<file path="config.mk">
export PLATFORM = sky130hd
export DESIGN_NAME = bb_sequencer
export DESIGN_NICKNAME = d
export VERILOG_FILES = /design/src/rtl/bb_sequencer.sv
export SDC_FILE = /design/constraint.sdc
export NUM_CORES = 1
export LEC_CHECK = 0
export BUFFER_PORTS_ARGS = -buffer_cell sky130_fd_sc_hd__buf_2
export CORE_ASPECT_RATIO = 0.8
export CORE_MARGIN = 2
export CORE_UTILIZATION = 62
export DETAILED_ROUTE_END_ITERATION = 6
export PLACE_DENSITY_LB_ADDON = 0.25
export SYNTH_ARGS = -nofsm -noshare
export SYNTH_HDL_FRONTEND = slang
export SYNTH_SLANG_ARGS = --single-unit
</file>
<file path="constraint.sdc">
create_clock -name clk -period 5.5 [get_ports clk]
set_input_delay 0.55 -clock clk [delete_from_list [all_inputs] [get_ports clk]]
set_output_delay 0.55 -clock clk [all_outputs]
set_load 0.05 [all_outputs]
</file>
<file path="src/rtl/bb_sequencer.sv">
// bb_sequencer: control sequencer for a statically scheduled datapath built from basic blocks.
//
// Each basic block runs for a configurable number of enabled cycles (latency table, 0 means 1),
// then the sequencer parks in WAIT_BR until the datapath returns a branch decision: exit, or a
// jump to another block (self-loops allowed). Out-of-range targets end execution with err set.
//
// Ports
//   clk, rst_n                       clock, asynchronous active-low reset
//   start                            begin execution at ENTRY_BLOCK (ignored unless idle)
//   abort                            synchronous return to idle, highest priority
//   stall                            freezes block progress while executing
//   cfg_we / cfg_addr / cfg_lat      latency table write port (out-of-range addresses dropped)
//   br_valid / br_target / br_exit   branch decision, only sampled in WAIT_BR
//   enable                           datapath / PHI register enable
//   cur_block                        ID of the executing block
//   pred_onehot                      one-hot predecessor block, drives PHI input valid bits
//   phi_valid                        first enabled cycle of a block entered by a branch
//   busy / done / err                status (done is a one-cycle pulse, err sticky until start)
//   perf_cycles / perf_stalls        busy-cycle and stalled-EXEC-cycle counters
//
// Build option
//   BB_SEQUENCER_PERF_EN  defined: saturating perf counters, cleared on start.
//                         undefined: perf outputs tied to zero.

module bb_sequencer #(
    parameter int unsigned NUM_BLOCKS  = 4,
    parameter int unsigned ENTRY_BLOCK = 0,
    parameter int unsigned LAT_W       = 8
) (
    input  logic             clk,
    input  logic             rst_n,
    input  logic             start,
    input  logic             abort,
    input  logic             stall,
    input  logic             cfg_we,
    input  logic [3:0]       cfg_addr,
    input  logic [LAT_W-1:0] cfg_lat,
    input  logic             br_valid,
    input  logic [3:0]       br_target,
    input  logic             br_exit,
    output logic             enable,
    output logic [3:0]       cur_block,
    output logic [15:0]      pred_onehot,
    output logic             phi_valid,
    output logic             busy,
    output logic             done,
    output logic             err,
    output logic [31:0]      perf_cycles,
    output logic [31:0]      perf_stalls
);

    typedef enum logic [1:0] {
        StIdle,
        StExec,
        StWaitBr,
        StDone
    } state_e;

    localparam logic [4:0]       NumBlocksW = 5'(NUM_BLOCKS);
    localparam logic [3:0]       EntryId    = 4'(ENTRY_BLOCK);
    localparam logic [LAT_W-1:0] LatOne     = LAT_W'(1);

    state_e           state_q, state_d;
    logic [3:0]       cur_q, cur_d;
    logic [15:0]      pred_q, pred_d;
    logic [LAT_W-1:0] cnt_q, cnt_d;
    logic [LAT_W-1:0] lat_q, lat_d;
    logic             branched_q, branched_d;
    logic             err_q, err_d;
    logic             tgt_ok;

    // Sized for the full 4-bit ID space; entries at or above NUM_BLOCKS are never written,
    // stay constant and are only read for legal IDs.
    logic [LAT_W-1:0] lat_tab_q [16];

    function automatic logic [LAT_W-1:0] eff_lat(input logic [LAT_W-1:0] l);
        return (l == '0) ? LatOne : l;
    endfunction

    // Latency table
    always_ff @(posedge clk or negedge rst_n) begin
        if (!rst_n) begin
            for (int i = 0; i < 16; i++) begin
                lat_tab_q[i] <= LatOne;
            end
        end else if (cfg_we && ({1'b0, cfg_addr} < NumBlocksW)) begin
            lat_tab_q[cfg_addr] <= cfg_lat;
        end
    end

    // State registers
    always_ff @(posedge clk or negedge rst_n) begin
        if (!rst_n) begin
            state_q    <= StIdle;
            cur_q      <= EntryId;
            pred_q     <= '0;
            cnt_q      <= '0;
            lat_q      <= LatOne;
            branched_q <= 1'b0;
            err_q      <= 1'b0;
        end else begin
            state_q    <= state_d;
            cur_q      <= cur_d;
            pred_q     <= pred_d;
            cnt_q      <= cnt_d;
            lat_q      <= lat_d;
            branched_q <= branched_d;
            err_q      <= err_d;
        end
    end

    // Next state
    always_comb begin
        state_d    = state_q;
        cur_d      = cur_q;
        pred_d     = pred_q;
        cnt_d      = cnt_q;
        lat_d      = lat_q;
        branched_d = branched_q;
        err_d      = err_q;
        tgt_ok     = ({1'b0, br_target} < NumBlocksW);

        unique case (state_q)
            StIdle: begin
                if (start) begin
                    state_d    = StExec;
                    cur_d      = EntryId;
                    pred_d     = '0;
                    cnt_d      = '0;
                    lat_d      = eff_lat(lat_tab_q[EntryId]);
                    branched_d = 1'b0;
                    err_d      = 1'b0;
                end
            end
            StExec: begin
                if (!stall) begin
                    if (cnt_q == lat_q - LatOne) begin
                        state_d = StWaitBr;
                    end else begin
                        cnt_d = cnt_q + LatOne;
                    end
                end
            end
            StWaitBr: begin
                if (br_valid) begin
                    if (br_exit) begin
                        state_d = StDone;
                    end else if (tgt_ok) begin
                        state_d    = StExec;
                        pred_d     = 16'b1 << cur_q;
                        cur_d      = br_target;
                        cnt_d      = '0;
                        lat_d      = eff_lat(lat_tab_q[br_target]);
                        branched_d = 1'b1;
                    end else begin
                        state_d = StDone;
                        err_d   = 1'b1;
                    end
                end
            end
            StDone: begin
                state_d = StIdle;
            end
            default: begin
                state_d = StIdle;
            end
        endcase

        // Abort overrides every transition but keeps block context and err for inspection.
        if (abort) begin
            state_d    = StIdle;
            cur_d      = cur_q;
            pred_d     = pred_q;
            cnt_d      = cnt_q;
            lat_d      = lat_q;
            branched_d = branched_q;
            err_d      = err_q;
        end
    end

    // Outputs
    always_comb begin
        enable      = (state_q == StExec) && !stall;
        busy        = (state_q == StExec) || (state_q == StWaitBr);
        done        = (state_q == StDone);
        err         = err_q;
        cur_block   = cur_q;
        pred_onehot = pred_q;
        // Entry block has no predecessor, so PHI inputs are only qualified after a branch.
        phi_valid   = (state_q == StExec) && !stall && (cnt_q == '0) && branched_q;
    end

`ifdef BB_SEQUENCER_PERF_EN
    logic        start_acc;
    logic [31:0] perf_cycles_q;
    logic [31:0] perf_stalls_q;

    assign start_acc = (state_q == StIdle) && start && !abort;

    always_ff @(posedge clk or negedge rst_n) begin
        if (!rst_n) begin
            perf_cycles_q <= '0;
            perf_stalls_q <= '0;
        end else if (start_acc) begin
            perf_cycles_q <= '0;
            perf_stalls_q <= '0;
        end else begin
            if (busy && (perf_cycles_q != '1)) begin
                perf_cycles_q <= perf_cycles_q + 32'd1;
            end
            if ((state_q == StExec) && stall && (perf_stalls_q != '1)) begin
                perf_stalls_q <= perf_stalls_q + 32'd1;
            end
        end
    end

    assign perf_cycles = perf_cycles_q;
    assign perf_stalls = perf_stalls_q;
`else
    assign perf_cycles = '0;
    assign perf_stalls = '0;
`endif

endmodule

</file>
==> metrics.md, run 1 <==
| Metric | Value |
|---|---|
| Final Cycle Share | `0.567` |
| Yosys reg bits | `168` |
| Async set-reset flop share out of synthesis | `1.00` |
| Global-route wire length before repair | `22500 um` |
| Clock root cell | `clkbuf_16` |
| Post-synth cell types | `53` |
| Worst-margin pin slew | `905 ps` |
| HP Class | `input port to async pin` |
| Die Wd | `between 100 and 150 um` |
| Final Max Slew Viols | `0` |
| Max-slew headroom | `0.396` |
| Ys flop type | `dfrtp_1` |
| Routability Congestion | `0.805` |
| Total Routing Usage GR | `0.219` |
| Nets | `627` |
| Cell Pwr Density | `422 mW/mm2` |
| DR DRC count | `0` |
| First-pass DRT Iterations | `5` |
| Critical path launch point type | `register` |
| Wire length on met3 | `670 um` |
| Proportion of layout cells with a drive suffix above 1 | `0.280` |
| Post-DR wirelength/cell | `around 18 um` |
| Avg Inst Size Synth | `~12 um2` |
| Max frequency | `0.320 GHz` |
| Count of flip-flops with a built-in enable after synthesis | `0` |
| Gate Count Post-Synth | `approximately 650` |
| Top Ports | `113` |
| Met2 routed WL | `roughly 6300 um` |
| CTS tree | `yes` |
| Lkg Pwr | `slightly below 4 nW` |
| Core Footprint | `0.0122 mm2` |
| Max clock buf depth | `2` |
| Clk sinks | `168` |
| Hold Buf Count CTS | `0` |
| Top-area cell type share of the netlist area | `0.489` |
| Number of max-cap violations | `0` |
| Clk network pwr share | `0.343` |
| H-tree depth | `4` |
| Worst Skew | `roughly 6.6 ps` |
| DR vias | `4156` |
| Synth area leader | `dfrtp_1` |
| Combinational fraction of design power | `0.223` |
| CP endpoint kind | `register` |
| Synth warnings | `0` |
| PortBufs | `48` |
| Fin cells | `759` |
| Vias in the first global route | `4310` |
| Synthesized area | `0.00773 mm2` |
| Die Y | `slightly above 100 um` |
| Initial antenna violation count | `0` |
| Synth top area cells | `dfrtp_1 49%, mux4_2 9.6%, buf_4 6.2%` |
| TritonCTS buffer count | `17` |
| Area delta synth->final | `4.22%` |
| FF-to-FF path depth | `6` |
| CP Max Fanout | `37` |
| Total negative setup slack | `0 ps` |
| Footprint of the multi-input gates | `0.00274 mm2` |
| Status | `finished, final reports clean` |
| Routed WL | `13300 um` |
| Iteration-0 DRC count of the detailed router | `255` |
| Setup-failing EPs final | `0` |
| Grt total ovfl | `0` |
| Reg area | `0.00423 mm2` |
| Dpl hpwl | `~9000 um` |
| RSZ-0062 raised after global routing | `false` |
| Die area | `0.0134 mm2` |
| Worst skew pair latency | `420 ps` |
| Hold Vio Cnt, Final | `0` |
| Seq/Total Area, Yosys | `0.546` |
| Layout filler cell count | `about 870` |
| Row cnt | `36` |
| Tmin final | `approximately 3100 ps` |
| N_diodes | `0` |
| Routed met1 length | `~6200 um` |
| CP Class | `register to register` |
| Internal | `2.26 mW` |
| Postcts setup bufs | `0` |
| WP data required | `5810 ps` |
| Max layer used | `met4` |
| Final ANT Viol Nets | `0` |
| DP Cell Count | `727` |
| Reg power frac | `0.433` |
| Worst-path clk slew | `approximately 70 ps` |
| Worst vdd ir | `265 uV` |
| Critical Path AT | `approximately 3400 ps` |
| Initial Utilization | `0.636` |
| Sw power | `1.14 mW` |
| Switching share of power | `0.335` |
| Vias per cell | `5.48` |
| Post-CTS Resized | `0` |
| Largest net degree at the start of global routing | `105` |
-- worst max-delay path: stages, from the launching register on --
cell and delay (ps):
dfrtp_1 440, inv_1 130, ha_1 740, o2111ai_1 460
nand2b_1 480, buf_4 380, o41ai_1 360
-- flip-flops by register name, indices dropped and copies added (netlist names) --
name and flops:
lat_tab_q 128, pred_onehot 16, cnt_q 8, lat_q 8, cur_block 4, state_q 2, branched_q 1, err 1
-- routing by layer --
metal | track usage | up-vias
met4 | 0.0668 | 0
met2 | 0.322 | 123
met3 | 0.0617 | 16
met5 | 0 | -
li1 | - | 1962
met1 | 0.321 | 2055
-- worst paths after layout --
path / startpoint / endpoint / slack, ps
worst min register to register: lat_tab_q[72] / lat_tab_q[72] / 370
worst max-delay path: state_q[0] / pred_onehot[8] / 2380
max in group asynchronous: rst_n / lat_q[4] / 3910
min in group clk: abort / state_q[1] / 360
worst max register to register: state_q[0] / pred_onehot[8] / 2380
worst min-delay path: rst_n / pred_onehot[5] / 230
-- placed cells by master, fill, tap and decap left out, types with 7 or more instances in the layout --
cell type,instances
nor3_1,10
nor2_1,11
buf_2,47
inv_1,10
clkbuf_16,17
o21ai_0,11
mux2_2,33
nor4_1,7
nand3_1,9
conb_1,64
ha_1,9
nand2_1,52
o31ai_1,13
nand2b_1,7
mux4_2,33
a22oi_1,15
mux2i_1,8
dfrtp_1,151
dfstp_2,17
-- power groups by stage --
stage	clock, mW	sequential [mW]	combinational [mW]
finish	1.17	1.48	0.760
floorplan	0	1.47	0.646
CTS	1.20	1.47	0.760
global route	1.24	1.49	0.838
global placement	0	1.49	0.731
detailed placement	0	1.50	0.756
-- kinds of logic after synthesis --
logic type	share of synthesized area
AOI/OAI and AO/OA	0.0704
xor gates and xnor gates	0.0102
adders and majority gates	0.0146
buffers and inverters	0.129
DFF	0.546
muxes	0.155
other	0.000485
and+or+nand+nor	0.0741
-- stage by stage --
step / worst slack [ps] / area (um2) / hold WS, ps / utilization / power, mW
after detailed placement: 2380 / 7470 / 357 / 0.615 / 2.25
final: 2380 / 8060 / 234 / 0.663 / 3.40
after CTS: 2380 / 8060 / 270 / 0.663 / 3.43
after global placement: 2450 / 7470 / 356 / 0.615 / 2.22
after floorplan: 2650 / 7970 / 254 / - / 2.12
after global routing: 2050 / 8060 / 297 / 0.663 / 3.57
-- cell usage after synthesis, types with 3 or more instances --
library cell,n
a22oi_1,15
dfstp_2,17
and2_1,4
mux2_2,33
o21ai_0,11
mux4_2,33
xor2_1,4
dfrtp_1,151
buf_2,6
buf_4,64
nor4_1,7
nor2b_1,3
nand2b_1,7
a211o_1,5
nor2_1,11
xnor2_1,5
o41ai_1,5
nor3_1,10
o211a_1,4
o31ai_1,13
ha_1,9
and3_1,3
inv_1,10
clkbuf_1,113
nand3_1,9
nand2_1,52
a21oi_1,4
nand3b_1,3
mux2i_1,8
-- final cells by class --
class | instances | share of cell area
inverters | 10 | 0.00466
clock buffers | 18 | 0.0533
clock inverters | 14 | 0.0194
well taps | 152 | 0.0236
flip-flops and latches | 168 | 0.524
multi-input cells | 345 | 0.340
repair buffers | 52 | 0.0343
Note: power is estimated with default switching activity, not from simulation.
==> run 2: changes to the inputs <==
--- a/config.mk
+++ b/config.mk
@@ -8,7 +8,7 @@
 export BUFFER_PORTS_ARGS = -buffer_cell sky130_fd_sc_hd__buf_2
 export CORE_ASPECT_RATIO = 0.8
 export CORE_MARGIN = 2
-export CORE_UTILIZATION = 62
+export CORE_UTILIZATION = 52
 export DETAILED_ROUTE_END_ITERATION = 6
 export PLACE_DENSITY_LB_ADDON = 0.25
 export SYNTH_ARGS = -nofsm -noshare
==> constraint.sdc (replaced) <==
create_clock -name clk -period 2.6 [get_ports clk]
set_input_delay 0.26 -clock clk [delete_from_list [all_inputs] [get_ports clk]]
set_output_delay 0.26 -clock clk [all_outputs]
set_load 0.05 [all_outputs]
==> run 2 against run 1 <==
Clock-buffer cell count increased by 2. Power up 110%. Sequential share of layout area is 1.2 points lower. Worst setup slack got worse by 2200 ps. Final area grew 2.4%. Non-clock buffer count grew 15. Register-to-register slack worse by 2200 ps. Die area increased by 19%. Final cell count grew 6.2%. Critical path type unchanged. Sequential cell count did not move. Clock skew rose by 2.5 ps. First-iteration DRC count fell by 12%.
==> metrics.md, run 2 (synthesis gave the netlist of run 1 again) <==
| Metric | Value |
|---|---|
| Routed WL | `14000 um (+5.3%)` |
| Most frequent cells in the layout | `151 x dfrtp_1, 64 x conb_1, 52 x nand2_1, 47 x buf_2` |
| Final Power | `7.21 mW (+110%)` |
| Total Routing Usage GR | `0.189 (-0.0292)` |
| R2R setup slack | `150 ps (-2230 ps)` |
| Hold_sp | `abort` |
| TritonCTS buffer count | `17 (unchanged)` |
| Layout filler cell count | `1143 (+32%)` |
| Die Wd | `140 um (+8.9%)` |
| Largest net degree at the start of global routing | `72 (-31%)` |
| Die area | `0.0159 mm2 (+19%)` |
| Reg area | `0.00423 mm2 (unchanged)` |
| H-tree depth | `4 (unchanged)` |
| Clock root cell | `clkbuf_16` |
| Routability Congestion | `0.836 (+4.0%)` |
| DP Cell Count | `773 (+6.3%)` |
| First-pass DRT Iterations | `4 (-1)` |
| Max-slew headroom | `0.467 (+0.0706)` |
| Post-DR wirelength/cell | `17.4 um (-0.88%)` |
| PortBufs | `48 (unchanged)` |
| Nets | `642 (+2.4%)` |
| DR DRC count | `0 (unchanged)` |
| CP startpoint | `lat_q[0]` |
| Dpl hpwl | `9830 um (+8.7%)` |
| CTS tree | `yes` |
| Cell Pwr Density | `874 mW/mm2 (+110%)` |
| Final Max Slew Viols | `0 (unchanged)` |
| Initial Utilization | `0.537 (-0.0986)` |
| Final Cycle Share | `0.942 (+0.374)` |
| Die Y | `113 um (+8.8%)` |
| Most flops, register | `lat_tab_q` |
| Tmin final | `2450 ps (-672 ps)` |
| Crit path max-delay family | `compound AO/OA/AOI/OAI gates` |
| CP Class | `register to register` |
| Lkg Pwr | `3.96 nW (+1.7%)` |
| CP Cell Sequence | `inv_1 -> ha_1 -> o21bai_1 -> a211o_1 -> a21oi_2 -> o211a_4 -> nor2_1 -> a221o_1` |
| Worst vdd ir | `558 uV (+110%)` |
| Commonest non-fill, non-tap cell in the layout | `dfrtp_1` |
| Vias per cell | `5.30 (-3.2%)` |
| Area delta synth->final | `6.70%` |
| Start of the worst register-to-register path | `lat_q[0]` |
| Grt total ovfl | `0 (unchanged)` |
| Max frequency | `0.409 GHz (+27%)` |
| Fin cells | `806 (+6.2%)` |
| Postcts setup bufs | `0 (unchanged)` |
| Setup-failing EPs final | `0 (unchanged)` |
| Proportion of layout cells with a drive suffix above 1 | `0.299 (+0.0190)` |
| Iteration-0 DRC count of the detailed router | `224 (-12%)` |
| Slowest CP cell | `dfstp_2` |
| Worst-path clk slew | `60 ps (about the same)` |
| CP max stage delay | `590 ps (-150 ps)` |
| Footprint of the multi-input gates | `0.00276 mm2 (+0.68%)` |
| Clk sinks | `168 (unchanged)` |
| Core Footprint | `0.0144 mm2 (+18%)` |
| Max clock buf depth | `2 (unchanged)` |
| RSZ-0062 raised after global routing | `false` |
| Largest register FFs | `128 (unchanged)` |
| Top Ports | `113 (unchanged)` |
| WP data required | `2910 ps (-2900 ps)` |
| Worst-margin pin slew | `798 ps (-108 ps)` |
| Status | `finished, final reports clean` |
| Critical Path AT | `2750 ps (-680 ps)` |
| Initial antenna violation count | `0 (unchanged)` |
| Row cnt | `39 (+8.3%)` |
| CP Max Fanout | `10 (-73%)` |
| N_diodes | `0 (unchanged)` |
| DR vias | `4272 (+2.8%)` |
| Worst skew pair latency | `430 ps (about the same)` |
| Final ANT Viol Nets | `0 (unchanged)` |
| Hold Vio Cnt, Final | `0 (unchanged)` |
| Critical path launch point type | `register` |
| Bufs and invs on worst path | `1 (-1)` |
| Global-route wire length before repair | `23200 um (+3.2%)` |
| Worst Skew | `9.08 ps (+2.46 ps)` |
| CP endpoint kind | `register` |
| HP Class | `input port to register` |
| Vias in the first global route | `4400 (+2.1%)` |
| Number of max-cap violations | `0 (unchanged)` |
## run 2: cell types whose count changed in the layout (fill, tap and decap cells not counted), moves of 2 or more
cell | before | now
inv_8 | 3 | 1
buf_4 | 4 | 15
inv_6 | 4 | 1
buf_12 | 0 | 3
clkinvlp_4 | 2 | 5
## run 2: worst reg2reg max path, stage by stage, from the launching register on
cell and delay (ps):
dfstp_2 590, inv_1 70, ha_1 290, o21bai_1 190
a211o_1 310, a21oi_2 190, o211a_4 260, nor2_1 100
a221o_1 340
## run 2: path summary, 6_finish.rpt
kind	endpoint	depth (start not counted)
worst max register to register	cnt_q[7]	8
min in group asynchronous	pred_onehot[14]	2
worst min-delay path	state_q[1]	2
worst max-delay path	cnt_q[7]	8
worst min register to register	lat_tab_q[64]	0
max in group asynchronous	lat_tab_q[13]	3
## run 2: per-stage QoR
stage               utilization  hold slack, ps  area (um2)  worst slack, ps  setup TNS, ps
global placement          0.532             310        7660              147              0
global route              0.573            86.8        8250             3.15              0
CTS                       0.572            73.9        8230            0.822              0
floorplan                     -           -35.6        7970             42.7              0
detailed placement        0.532             317        7660            -2.44          -2.44
finish                    0.573            87.0        8250              152              0
## run 2: cell type report
type                    count  area share
multi-input cells         345       0.335
well taps                 184      0.0279
clock buffers              20      0.0541
flip-flops and latches    168       0.512
inverters                  10     0.00455
clock inverters            12      0.0144
repair buffers             67      0.0520
## run 2: what timing repair did
item | 4_1_cts | 5_1_grt
hold endpoints to repair | 62 | 0
setup endpoints to repair | 0 | 9
hold buffers | 1 | 0
gates resized for setup | 0 | 4
## run 2: report_power, final
part,leakage [nW],internal (mW),switching [mW]
Combinational,1.47,0.631,1.09
Clock,0.261,1.35,1.03
Sequential,2.23,2.86,0.246
Total,3.96,4.84,2.37
## run 2: layer usage
metal	global-route usage	vias to the layer above	wire, um
met3	0.0461	17	549
met1	0.281	2182	6710
met2	0.275	94	6520
met4	0.0687	0	204
li1	-	1979	-
met5	0	-	0
==> run 3: changes to the inputs <==
--- a/config.mk
+++ b/config.mk
@@ -5,12 +5,15 @@
 export SDC_FILE = /design/constraint.sdc
 export NUM_CORES = 1
 export LEC_CHECK = 0
+export ABC_AREA = 1
 export BUFFER_PORTS_ARGS = -buffer_cell sky130_fd_sc_hd__buf_2
 export CORE_ASPECT_RATIO = 0.8
 export CORE_MARGIN = 2
 export CORE_UTILIZATION = 52
+export CTS_BUF_LIST = sky130_fd_sc_hd__clkbuf_4 sky130_fd_sc_hd__clkbuf_8 sky130_fd_sc_hd__clkbuf_16
 export DETAILED_ROUTE_END_ITERATION = 6
 export PLACE_DENSITY_LB_ADDON = 0.25
+export SLEW_MARGIN = 20
 export SYNTH_ARGS = -nofsm -noshare
 export SYNTH_HDL_FRONTEND = slang
 export SYNTH_SLANG_ARGS = --single-unit
==> run 3 against run 2 <==
Worst setup slack better by 38 ps. Area after synthesis up 5.5%. Final cell count up 45%. Power up 1.5%. Utilization down 0.55 points. Hold slack better by 40 ps. Combinational power down 3%. Global-route usage up 1.5 points. Final area up 4.3%. Sequential share of layout area down 2.1 points. Synthesized cell count up 54%. Largest power group unchanged.
==> metrics.md, run 3 <==
| Metric | Value |
|---|---|
| Max clock buf depth | `2 (unchanged)` |
| Largest net degree at the start of global routing | `57 (-21%)` |
| Ys flop type | `dfrtp_1` |
| Top-area cell type share of the netlist area | `0.463 (-0.0255)` |
| DR vias | `5507 (+29%)` |
| Cell Pwr Density | `850 mW/mm2 (-2.7%)` |
| Synth top area cells | `dfrtp_1 46%, nand2_1 10%, buf_4 6.2%` |
| Worst vdd ir | `463 uV (-17%)` |
| Worst skew pair latency | `420 ps (about the same)` |
| Synth warnings | `0 (unchanged)` |
| PortBufs | `48 (unchanged)` |
| FF-to-FF path depth | `11 (+3)` |
| H-tree depth | `4 (unchanged)` |
| Status | `finished, final reports clean` |
| Routability Congestion | `0.898 (+7.4%)` |
| Met1 usage | `0.321 (+0.0392)` |
| Gate Count Post-Synth | `998 (+54%)` |
| Critical Path AT | `2150 ps (-600 ps)` |
| Final instance area | `0.00861 mm2 (+4.3%)` |
| CTS tree | `yes` |
| Setup-failing EPs final | `0 (unchanged)` |
| Slowest CP cell | `dfrtp_1` |
| Most frequent cells in the layout | `221 x nand2_1, 151 x dfrtp_1, 105 x nor2_1, 72 x inv_1, 68 x o21ai_0` |
| Proportion of layout cells with a drive suffix above 1 | `0.128 (-0.171)` |
| CP Max Fanout | `9 (-1)` |
| WP data required | `2340 ps (-570 ps)` |
| Worst R2R End | `lat_q[2]` |
| Largest register FFs | `128 (unchanged)` |
| Max-slew headroom | `0.621 (+0.154)` |
| Top Ports | `113 (unchanged)` |
| Async set-reset flop share out of synthesis | `1.00 (unchanged)` |
| Commonest non-fill, non-tap cell in the layout | `nand2_1` |
| CP endpoint kind | `output port` |
| CP Class | `register to output port` |
| Die Y | `116 um (+2.6%)` |
| Avg Inst Size Synth | `8.17 um2 (-32%)` |
| M2 GR Usage | `0.278 (+0.00359)` |
| Commonest cells post-synth | `221 x nand2_1, 151 x dfrtp_1, 111 x clkbuf_1` |
| Met3 Track Usage GR | `0.0496 (+0.00346)` |
| Bufs and invs on worst path | `3 (+2)` |
| Seq/Total Area, Yosys | `0.518 (-0.0285)` |
| Global-route wire length before repair | `26300 um (+13%)` |
| Most flops, register | `lat_tab_q` |
| Post-DR wirelength/cell | `13.5 um (-22%)` |
| Start of the worst register-to-register path | `state_q[0]` |
| Count of flip-flops with a built-in enable after synthesis | `0 (unchanged)` |
| Die area | `0.0167 mm2 (+5.3%)` |
| CP max stage delay | `440 ps (-150 ps)` |
| Routed WL | `15800 um (+13%)` |
| N_diodes | `0 (unchanged)` |
| TritonCTS buffer count | `17 (unchanged)` |
| Crit path max-delay family | `buffers and inverters` |
| Synth area leader | `dfrtp_1` |
| Clock root cell | `clkbuf_16` |
| R2R setup slack | `250 ps (+100 ps)` |
| Die Wd | `144 um (+2.6%)` |
| Grt total ovfl | `0 (unchanged)` |
| Fin cells | `1168 (+45%)` |
| Vias in the first global route | `5025 (+14%)` |
| Initial Utilization | `0.538 (+0.000796)` |
| Tmin final | `2410 ps (-38.0 ps)` |
| First-pass DRT Iterations | `5 (+1)` |
| DR DRC count | `0 (unchanged)` |
| Most frequent cell after synthesis | `nand2_1` |
| DP Cell Count | `1135 (+47%)` |
| WHS Endpoint | `lat_tab_q[120]` |
| Worst-margin pin slew | `566 ps (-232 ps)` |
| Post-layout util | `0.568 (-0.00549)` |
| Busiest grt layer | `met1` |
| CP Cell Sequence | `inv_1 -> ha_1 -> clkinvlp_4 -> nor4_2 -> clkbuf_4` |
| Total negative setup slack | `0 ps (unchanged)` |
| Dpl hpwl | `10500 um (+6.8%)` |
| Post-synth cell types | `36 (-32%)` |
| Postcts setup bufs | `0 (unchanged)` |
| Total Routing Usage GR | `0.204 (+0.0149)` |
| Synthesized area | `0.00816 mm2 (+5.5%)` |
| Hold Crit Depth | `3 (+1)` |
| Row cnt | `40 (+2.6%)` |
| Yosys reg bits | `168 (unchanged)` |
| Worst Skew | `6.35 ps (-2.73 ps)` |
| Area delta synth->final | `5.52%` |
| Core Footprint | `0.0152 mm2 (+5.3%)` |
| Final Cycle Share | `0.927 (-0.0146)` |
| Final ANT Viol Nets | `0 (unchanged)` |
| RSZ-0062 raised after global routing | `false` |
| Hold_sp | `cfg_lat[0]` |
| Max frequency | `0.415 GHz (+1.6%)` |
| Dpl cell area | `0.00797 mm2 (+4.2%)` |
| Nets | `978 (+52%)` |
| Lkg Pwr | `4.41 nW (+11%)` |
| Initial antenna violation count | `0 (unchanged)` |
| Vias per cell | `4.71 (-11%)` |
| Hold Vio Cnt, Final | `0 (unchanged)` |
| HP Class | `input port to register` |
| Number of max-cap violations | `0 (unchanged)` |
| Iteration-0 DRC count of the detailed router | `492 (+120%)` |
| Clk sinks | `168 (unchanged)` |
| Final Max Slew Viols | `0 (unchanged)` |
| Hold WS | `127 ps (+40.1 ps)` |
| Critical path launch point type | `register` |
| Layout filler cell count | `1400 (+22%)` |
| Worst-path clk slew | `60 ps (about the same)` |
run 3: cell types whose count changed in the layout (fill, tap and decap cells not counted), moves of 33 or more:
cell     delta
nand2_1   +169
mux4_2     -33
o21ai_0    +57
mux2_2     -33
nor2_1     +94
inv_1      +62
run 3: what timing repair did:
item | in CTS | in global routing
endpoints found under the setup margin | 0 | 10
hold buffers | 1 | 0
resized for setup | 0 | 3
hold endpoints to repair | 43 | 0
run 3: metal layers:
metal / share of wire / wire (um)
met5: 0 / 0
met4: 0.012 / 187
met3: 0.048 / 756
met2: 0.42 / 6640
met1: 0.52 / 8190
run 3: per-stage QoR:
stage          worst slack [ps]  total power, mW
6_report                    190             7.32
4_1_cts                     126             7.36
5_1_grt                    7.02             7.74
3_3_place_gp                321             4.71
3_5_place_dp                200             4.74
2_1_floorplan               364             4.43
run 3: power by group:
group | switching, mW | internal, mW | total (mW)
Sequential | 0.197 | 2.85 | 3.04
Combinational | 1.18 | 0.482 | 1.66
Clock | 0.984 | 1.62 | 2.61
run 3: worst max path at each step:
stage / depth (start not counted) / end / startpoint / slack [ps]
5_1_grt: 5 / phi_valid / state_q[1] / 7
3_5_place_dp: 11 / lat_q[2] / state_q[0] / 200
6_report: 5 / phi_valid / state_q[1] / 190
4_1_cts: 5 / phi_valid / state_q[1] / 130
2_1_floorplan: 4 / phi_valid / state_q[1] / 360
3_3_place_gp: 11 / lat_q[2] / state_q[0] / 320
run 3: cell type report:
cell class,count,area [um2],area share
clock buffers,25,498,0.0578
multi-input cells,616,2830,0.329
clock inverters,7,118,0.0137
flip-flops and latches,168,4230,0.491
inverters,80,304,0.0353
repair buffers,62,369,0.0429
well taps,210,263,0.0305
run 3: tightest hold or removal path, stage by stage:
cell and delay (ps):
buf_2 100, inv_1 90, o21ai_0 90
run 3: cells by family (layout without fill, tap and decap cells):
family                   count (synthesis)  in the layout  synth area share
XOR/XNOR                                16             16            0.0172
buffers and inverters                  277            174             0.165
other                                    1             64          0.000460
adder cells (fa/ha/maj)                  9              9            0.0138
flip-flops                             168            168             0.518
AO/OA/AOI/OAI                          125            125            0.0816
AND/OR/NAND/NOR                        402            402             0.204
